--- src/rtl/sc_lane_scroller_pkg.sv ---
// Shared types and helpers for the lane scroller: FSM state encoding,
// rotate-direction constants and the per-level table lookup.
package sc_lane_scroller_pkg;

    typedef enum logic [1:0] {
        ST_IDLE   = 2'd0,
        ST_RUN    = 2'd1,
        ST_PAUSE  = 2'd2,
        ST_FROZEN = 2'd3
    } lane_state_t;

    localparam logic DIR_LEFT  = 1'b0;
    localparam logic DIR_RIGHT = 1'b1;

    // Level entries travel as wide words so one function serves any pattern or period width.
    localparam int LEVEL_WORD_W = 64;
    typedef logic [LEVEL_WORD_W-1:0] level_word_t;

    function automatic level_word_t level_lookup(
        input logic [1:0]  nvl,
        input level_word_t entry_0,
        input level_word_t entry_1,
        input level_word_t entry_2,
        input level_word_t entry_3
    );
        level_word_t result;
        case (nvl)
            2'd0:    result = entry_0;
            2'd1:    result = entry_1;
            2'd2:    result = entry_2;
            default: result = entry_3;
        endcase
        return result;
    endfunction

endpackage

--- src/rtl/sc_lane_period_counter.sv ---
// Down-counter that paces lane shifts: flags zero and reloads itself when
// it expires while enabled; holds its value while disabled.
module sc_lane_period_counter #(
    parameter int WIDTH = 24
) (
    input  logic             clk,
    input  logic             rst_n,
    input  logic             load,
    input  logic [WIDTH-1:0] load_value,
    input  logic             enable,
    output logic             zero,
    output logic             reload
);

    logic [WIDTH-1:0] count;

    assign zero   = (count == '0);
    assign reload = enable && zero;

    always_ff @(posedge clk) begin
        if (!rst_n) begin
            count <= '0;
        end else if (load || reload) begin
            count <= load_value;
        end else if (enable) begin
            count <= count - WIDTH'(1);
        end
    end

endmodule

--- src/rtl/sc_lane_scroller.sv ---
// Lane register for one display row: loads a per-level pattern and rotates
// it circularly at a per-level period, with pause, freeze and clear control.
module sc_lane_scroller
    import sc_lane_scroller_pkg::*;
#(
    parameter int                          DATAWIDTH_BUS    = 16,
    parameter int                          DATAWIDTH_NVL    = 2,
    parameter int                          DATAWIDTH_PERIOD = 24,
    parameter logic [DATAWIDTH_BUS-1:0]    NV_PATTERN_0     = '0,
    parameter logic [DATAWIDTH_BUS-1:0]    NV_PATTERN_1     = '0,
    parameter logic [DATAWIDTH_BUS-1:0]    NV_PATTERN_2     = '0,
    parameter logic [DATAWIDTH_BUS-1:0]    NV_PATTERN_3     = '0,
    parameter logic [DATAWIDTH_PERIOD-1:0] NV_PERIOD_0      = '0,
    parameter logic [DATAWIDTH_PERIOD-1:0] NV_PERIOD_1      = '0,
    parameter logic [DATAWIDTH_PERIOD-1:0] NV_PERIOD_2      = '0,
    parameter logic [DATAWIDTH_PERIOD-1:0] NV_PERIOD_3      = '0
) (
    input  logic                     SC_LANE_SCROLLER_CLOCK,
    input  logic                     SC_LANE_SCROLLER_RESET,
    input  logic                     SC_LANE_SCROLLER_START_IN,
    input  logic                     SC_LANE_SCROLLER_CLEAR_IN,
    input  logic                     SC_LANE_SCROLLER_PAUSE_IN,
    input  logic                     SC_LANE_SCROLLER_DIR_IN,
    input  logic [DATAWIDTH_NVL-1:0] SC_LANE_SCROLLER_NVL_IN,
    output logic [DATAWIDTH_BUS-1:0] SC_LANE_SCROLLER_DATAPARALLEL_OUT,
    output logic                     SC_LANE_SCROLLER_TICK_OUT,
    output logic [DATAWIDTH_NVL-1:0] SC_LANE_SCROLLER_NVL_OUT,
    output logic                     SC_LANE_SCROLLER_RUNNING_OUT
);

    lane_state_t                 state;
    logic [DATAWIDTH_BUS-1:0]    data;
    logic [DATAWIDTH_BUS-1:0]    rotated;
    logic [DATAWIDTH_BUS-1:0]    sel_pattern;
    logic [DATAWIDTH_PERIOD-1:0] sel_period;
    logic [DATAWIDTH_PERIOD-1:0] period_m1;
    logic [DATAWIDTH_PERIOD-1:0] counter_load_value;
    logic                        tick;
    logic                        running;
    logic [DATAWIDTH_NVL-1:0]    nvl_q;
    logic                        start;
    logic                        clear;
    logic                        pause;
    logic                        counter_enable;
    logic                        counter_zero;
    logic                        counter_reload;

    assign start = SC_LANE_SCROLLER_START_IN;
    assign clear = SC_LANE_SCROLLER_CLEAR_IN;
    assign pause = SC_LANE_SCROLLER_PAUSE_IN;

    assign sel_pattern = DATAWIDTH_BUS'(level_lookup(SC_LANE_SCROLLER_NVL_IN,
        LEVEL_WORD_W'(NV_PATTERN_0), LEVEL_WORD_W'(NV_PATTERN_1),
        LEVEL_WORD_W'(NV_PATTERN_2), LEVEL_WORD_W'(NV_PATTERN_3)));
    assign sel_period = DATAWIDTH_PERIOD'(level_lookup(SC_LANE_SCROLLER_NVL_IN,
        LEVEL_WORD_W'(NV_PERIOD_0), LEVEL_WORD_W'(NV_PERIOD_1),
        LEVEL_WORD_W'(NV_PERIOD_2), LEVEL_WORD_W'(NV_PERIOD_3)));

    assign rotated = (SC_LANE_SCROLLER_DIR_IN == DIR_LEFT)
                   ? {data[DATAWIDTH_BUS-2:0], data[DATAWIDTH_BUS-1]}
                   : {data[0], data[DATAWIDTH_BUS-1:1]};

    // The release edge out of PAUSE already counts, so P counting edges separate shifts.
    assign counter_enable = ((state == ST_RUN) || (state == ST_PAUSE))
                          && !pause && !clear && !start;
    assign counter_load_value = start ? (sel_period - DATAWIDTH_PERIOD'(1)) : period_m1;

    sc_lane_period_counter #(
        .WIDTH(DATAWIDTH_PERIOD)
    ) u_period_counter (
        .clk        (SC_LANE_SCROLLER_CLOCK),
        .rst_n      (SC_LANE_SCROLLER_RESET),
        .load       (start && !clear),
        .load_value (counter_load_value),
        .enable     (counter_enable),
        .zero       (counter_zero),
        .reload     (counter_reload)
    );

    always_ff @(posedge SC_LANE_SCROLLER_CLOCK) begin
        if (!SC_LANE_SCROLLER_RESET) begin
            state     <= ST_IDLE;
            data      <= '0;
            tick      <= 1'b0;
            running   <= 1'b0;
            nvl_q     <= '0;
            period_m1 <= '0;
        end else begin
            tick <= 1'b0;
            if (clear) begin
                data    <= '0;
                state   <= ST_IDLE;
                running <= 1'b0;
            end else if (start) begin
                data      <= sel_pattern;
                nvl_q     <= SC_LANE_SCROLLER_NVL_IN;
                period_m1 <= sel_period - DATAWIDTH_PERIOD'(1);
                if (sel_period == '0) begin
                    state   <= ST_FROZEN;
                    running <= 1'b0;
                end else if (pause) begin
                    state   <= ST_PAUSE;
                    running <= 1'b0;
                end else begin
                    state   <= ST_RUN;
                    running <= 1'b1;
                end
            end else begin
                case (state)
                    ST_RUN: begin
                        if (pause) begin
                            state   <= ST_PAUSE;
                            running <= 1'b0;
                        end
                    end
                    ST_PAUSE: begin
                        if (!pause) begin
                            state   <= ST_RUN;
                            running <= 1'b1;
                        end
                    end
                    default: begin
                    end
                endcase
                if (counter_reload) begin
                    data <= rotated;
                    tick <= 1'b1;
                end
            end
        end
    end

    assign SC_LANE_SCROLLER_DATAPARALLEL_OUT = data;
    assign SC_LANE_SCROLLER_TICK_OUT         = tick;
    assign SC_LANE_SCROLLER_NVL_OUT          = nvl_q;
    assign SC_LANE_SCROLLER_RUNNING_OUT      = running;

endmodule

--- config.mk ---
export PLATFORM = sky130hd
export DESIGN_NAME = sc_lane_scroller
export DESIGN_NICKNAME = d
export VERILOG_FILES = /design/src/rtl/sc_lane_scroller_pkg.sv /design/src/rtl/sc_lane_period_counter.sv /design/src/rtl/sc_lane_scroller.sv
export SDC_FILE = /design/constraint.sdc
export NUM_CORES = 1
export LEC_CHECK = 0
export ABC_AREA = 1
export BUFFER_PORTS_ARGS = -buffer_cell sky130_fd_sc_hd__buf_2
export CAP_MARGIN = 20
export CORE_ASPECT_RATIO = 1.75
export CORE_MARGIN = 3
export CORE_UTILIZATION = 55
export CTS_CLUSTER_SIZE = 10
export DETAILED_ROUTE_END_ITERATION = 6
export GPL_TIMING_DRIVEN = 0
export PLACE_DENSITY = 0.74
export REMOVE_ABC_BUFFERS = 1
export SLEW_MARGIN = 20
export SYNTH_ARGS = -nofsm -noshare
export SYNTH_HDL_FRONTEND = slang
export SYNTH_HIERARCHICAL = 1
export SYNTH_SLANG_ARGS = --single-unit
export TNS_END_PERCENT = 10
--- constraint.sdc ---
create_clock -name SC_LANE_SCROLLER_CLOCK -period 2.95 [get_ports SC_LANE_SCROLLER_CLOCK]
set_clock_uncertainty 0.15 [all_clocks]
set_input_delay 0.295 -clock SC_LANE_SCROLLER_CLOCK [delete_from_list [all_inputs] [get_ports SC_LANE_SCROLLER_CLOCK]]
set_output_delay 0.295 -clock SC_LANE_SCROLLER_CLOCK [all_outputs]
set_load 0.05 [all_outputs]
==> metrics.cfg <==
[run]
max_cap_viol_count=0

[critical_path]
critPathRequiredTime_ns=3.02
reg2reg_slack_ns=0.31
cp_max_fo=30
worstPathArrival_ns=2.72
timing.rr.end=u_period_counter/count[11]$_SDFFE_PN0P_
critPathLaunchType=flip-flop
crit_type=reg2reg
worstRegToRegCells=10
end_kind=flip-flop
r2r_start=state[0]$_SDFFE_PP0P_

[sta]
hold_violations=0
period_needed_ns=2.64
fin_crit_sh=0.896
final-max-slew-violation-count=0
clock.fmax_ghz=0.378
worst_pin_slew_ns=0.731
final.setup.tns_ns=0
rsz0062_at_grt=no
relSlewSlack=0.509
finalSetupViolCount=0

[clocking]
numCtsBuffers=9
clk_latency_ns=0.33
htreeDepth=3
cts_root_buf=clkbuf_16
cts_sinks=70
cts_tree=yes
holdBufCountCts=0
postCtsSetupRepairBufs=0
ctsLongestPathBuffers=2
path_clk_slew_ns=0.05

[pwr]
p_sw_mw=0.741
power.density_nw_per_um2=626
peakVddDrop_v=0.000451
power.leakage_nw=1.99
clkPwrFrac=0.427
fin_total_pwr_mw=2.67
comb_power_share=0.184
power_frac_seq=0.389
swShare=0.277
internal-power_mw=1.93

[global_route]
busiest_layer=met2
grt.met2_usage=0.408
grt.total_usage=0.228
grt_use_met3=0.0378
overflow=0
grt_max_degree=31
grt_pass1_vias=3118
grt_pass1_wl_um=13800
antenna_found_initial=0
use_met1=0.243

[placement]
gp_congestion=0.928
io_buffers=27
place_area_um2=3930
hpwl_um=5730

[finish]
drive_above_1_share=0.161
final_cell_area_um2=4270
final_common_cell=nand2_1
diodes=0
nNetsFinal=585
mostFrequentLayoutCells=nand2_1, dfxtp_1, inv_1
utilization=0.648
syn2layout_area_growth_pct=12.5

[route]
drt_iter0_markers=203
postRouteAntennaNets=0
remaining_drc_errors=0
dr.pass1.iters=4
avgViaCountPerCell=5.26
wirelength_um=8510
routedWlPerCell_um=12.9
num_vias=3469

[synth]
ys_warn_count=6
syn_avg_cell_area_um2=6.85
syn_area_um2=3790
netlist_instances=554

[hold_path]
hold-path-cell-count=3
min_to=SC_LANE_SCROLLER_NVL_OUT[1]$_SDFFE_PN0P_
hold_path.startpoint=SC_LANE_SCROLLER_NVL_IN[1]
hold_class=in2reg

[die]
core_um2=6590
die_area_um2=7970
initial_utilization=0.576
die_h_um=116
die_w_um=68.8
io-pin-count=28
rows=39

[run_status]
outcome=finished clean

==> worst max path at each step <==
stage                           from  depth (start not counted)                                            endpoint
2_1_floorplan  state[0]$_SDFFE_PP0P_                          7  SC_LANE_SCROLLER_DATAPARALLEL_OUT[10]$_SDFFE_PP0P_
3_3_place_gp   state[0]$_SDFFE_PP0P_                          7  SC_LANE_SCROLLER_DATAPARALLEL_OUT[14]$_SDFFE_PP0P_
3_5_place_dp   state[0]$_SDFFE_PP0P_                          8              u_period_counter/count[0]$_SDFFE_PN0P_
4_1_cts        state[0]$_SDFFE_PP0P_                          7             u_period_counter/count[19]$_SDFFE_PN0P_
5_1_grt        state[0]$_SDFFE_PP0P_                         10             u_period_counter/count[13]$_SDFFE_PN0P_
6_report       state[0]$_SDFFE_PP0P_                         10             u_period_counter/count[11]$_SDFFE_PN0P_
==> registers in the layout, summed over array words and instances (netlist names) <==
signal                             count
SC_LANE_SCROLLER_NVL_OUT               2
SC_LANE_SCROLLER_RUNNING_OUT           1
state                                  2
period_m1                             24
SC_LANE_SCROLLER_TICK_OUT              1
SC_LANE_SCROLLER_DATAPARALLEL_OUT     16
u_period_counter/count                24
==> stage by stage <==
stage                     worst slack (ns)  cells  hold WS (ns)
after global placement              -0.778    640         0.293
after detailed placement            -0.246    642         0.297
final                                0.307    659        0.0542
after floorplan                      0.131    531         0.222
after CTS                           0.0266    659        0.0392
after global routing                 0.129    659        0.0606
==> routing by layer <==
metal  vias up  part of all wire
met5         -                 0
met4         0             0.035
met3        21             0.033
met2        66              0.53
met1      1593              0.40
li1       1789                 -
==> layout make-up <==
type                       count  area [um2]
sequential                    70        1400
inverter                      76         297
clock inverter                 3        67.6
clock buffer                  13         250
fill                         595        2320
tap                           82         103
timing repair inverter         1        7.51
timing repair buffer          29         170
multi-input combinational    385        1970
==> repair_timing <==
item / 4_1_cts / 5_1_grt
pin swaps: 0 / 0
cloned: 1 / 0
gates resized for setup: 2 / 2
endpoints found under the setup margin: 24 / 24
==> power groups by stage <==
stage               sequential, mW  clock (mW)  combinational (mW)
floorplan                     1.06           0               0.372
global placement              1.06           0               0.467
detailed placement            1.06           0               0.481
CTS                           1.04        1.17               0.487
global route                  1.05        1.20               0.556
finish                        1.04        1.14               0.490
==> worst max-delay path: stages, from the launching register on <==
cell,delay (ns)
dfxtp_1,0.36
inv_1,0.08
ha_1,0.32
nor4_2,0.56
nand4_4,0.32
nand2_4,0.40
inv_4,0.09
nand2_1,0.08
nand3_1,0.06
nand2_1,0.06
inv_1,0.04
Note: power is estimated with default switching activity, not from simulation.
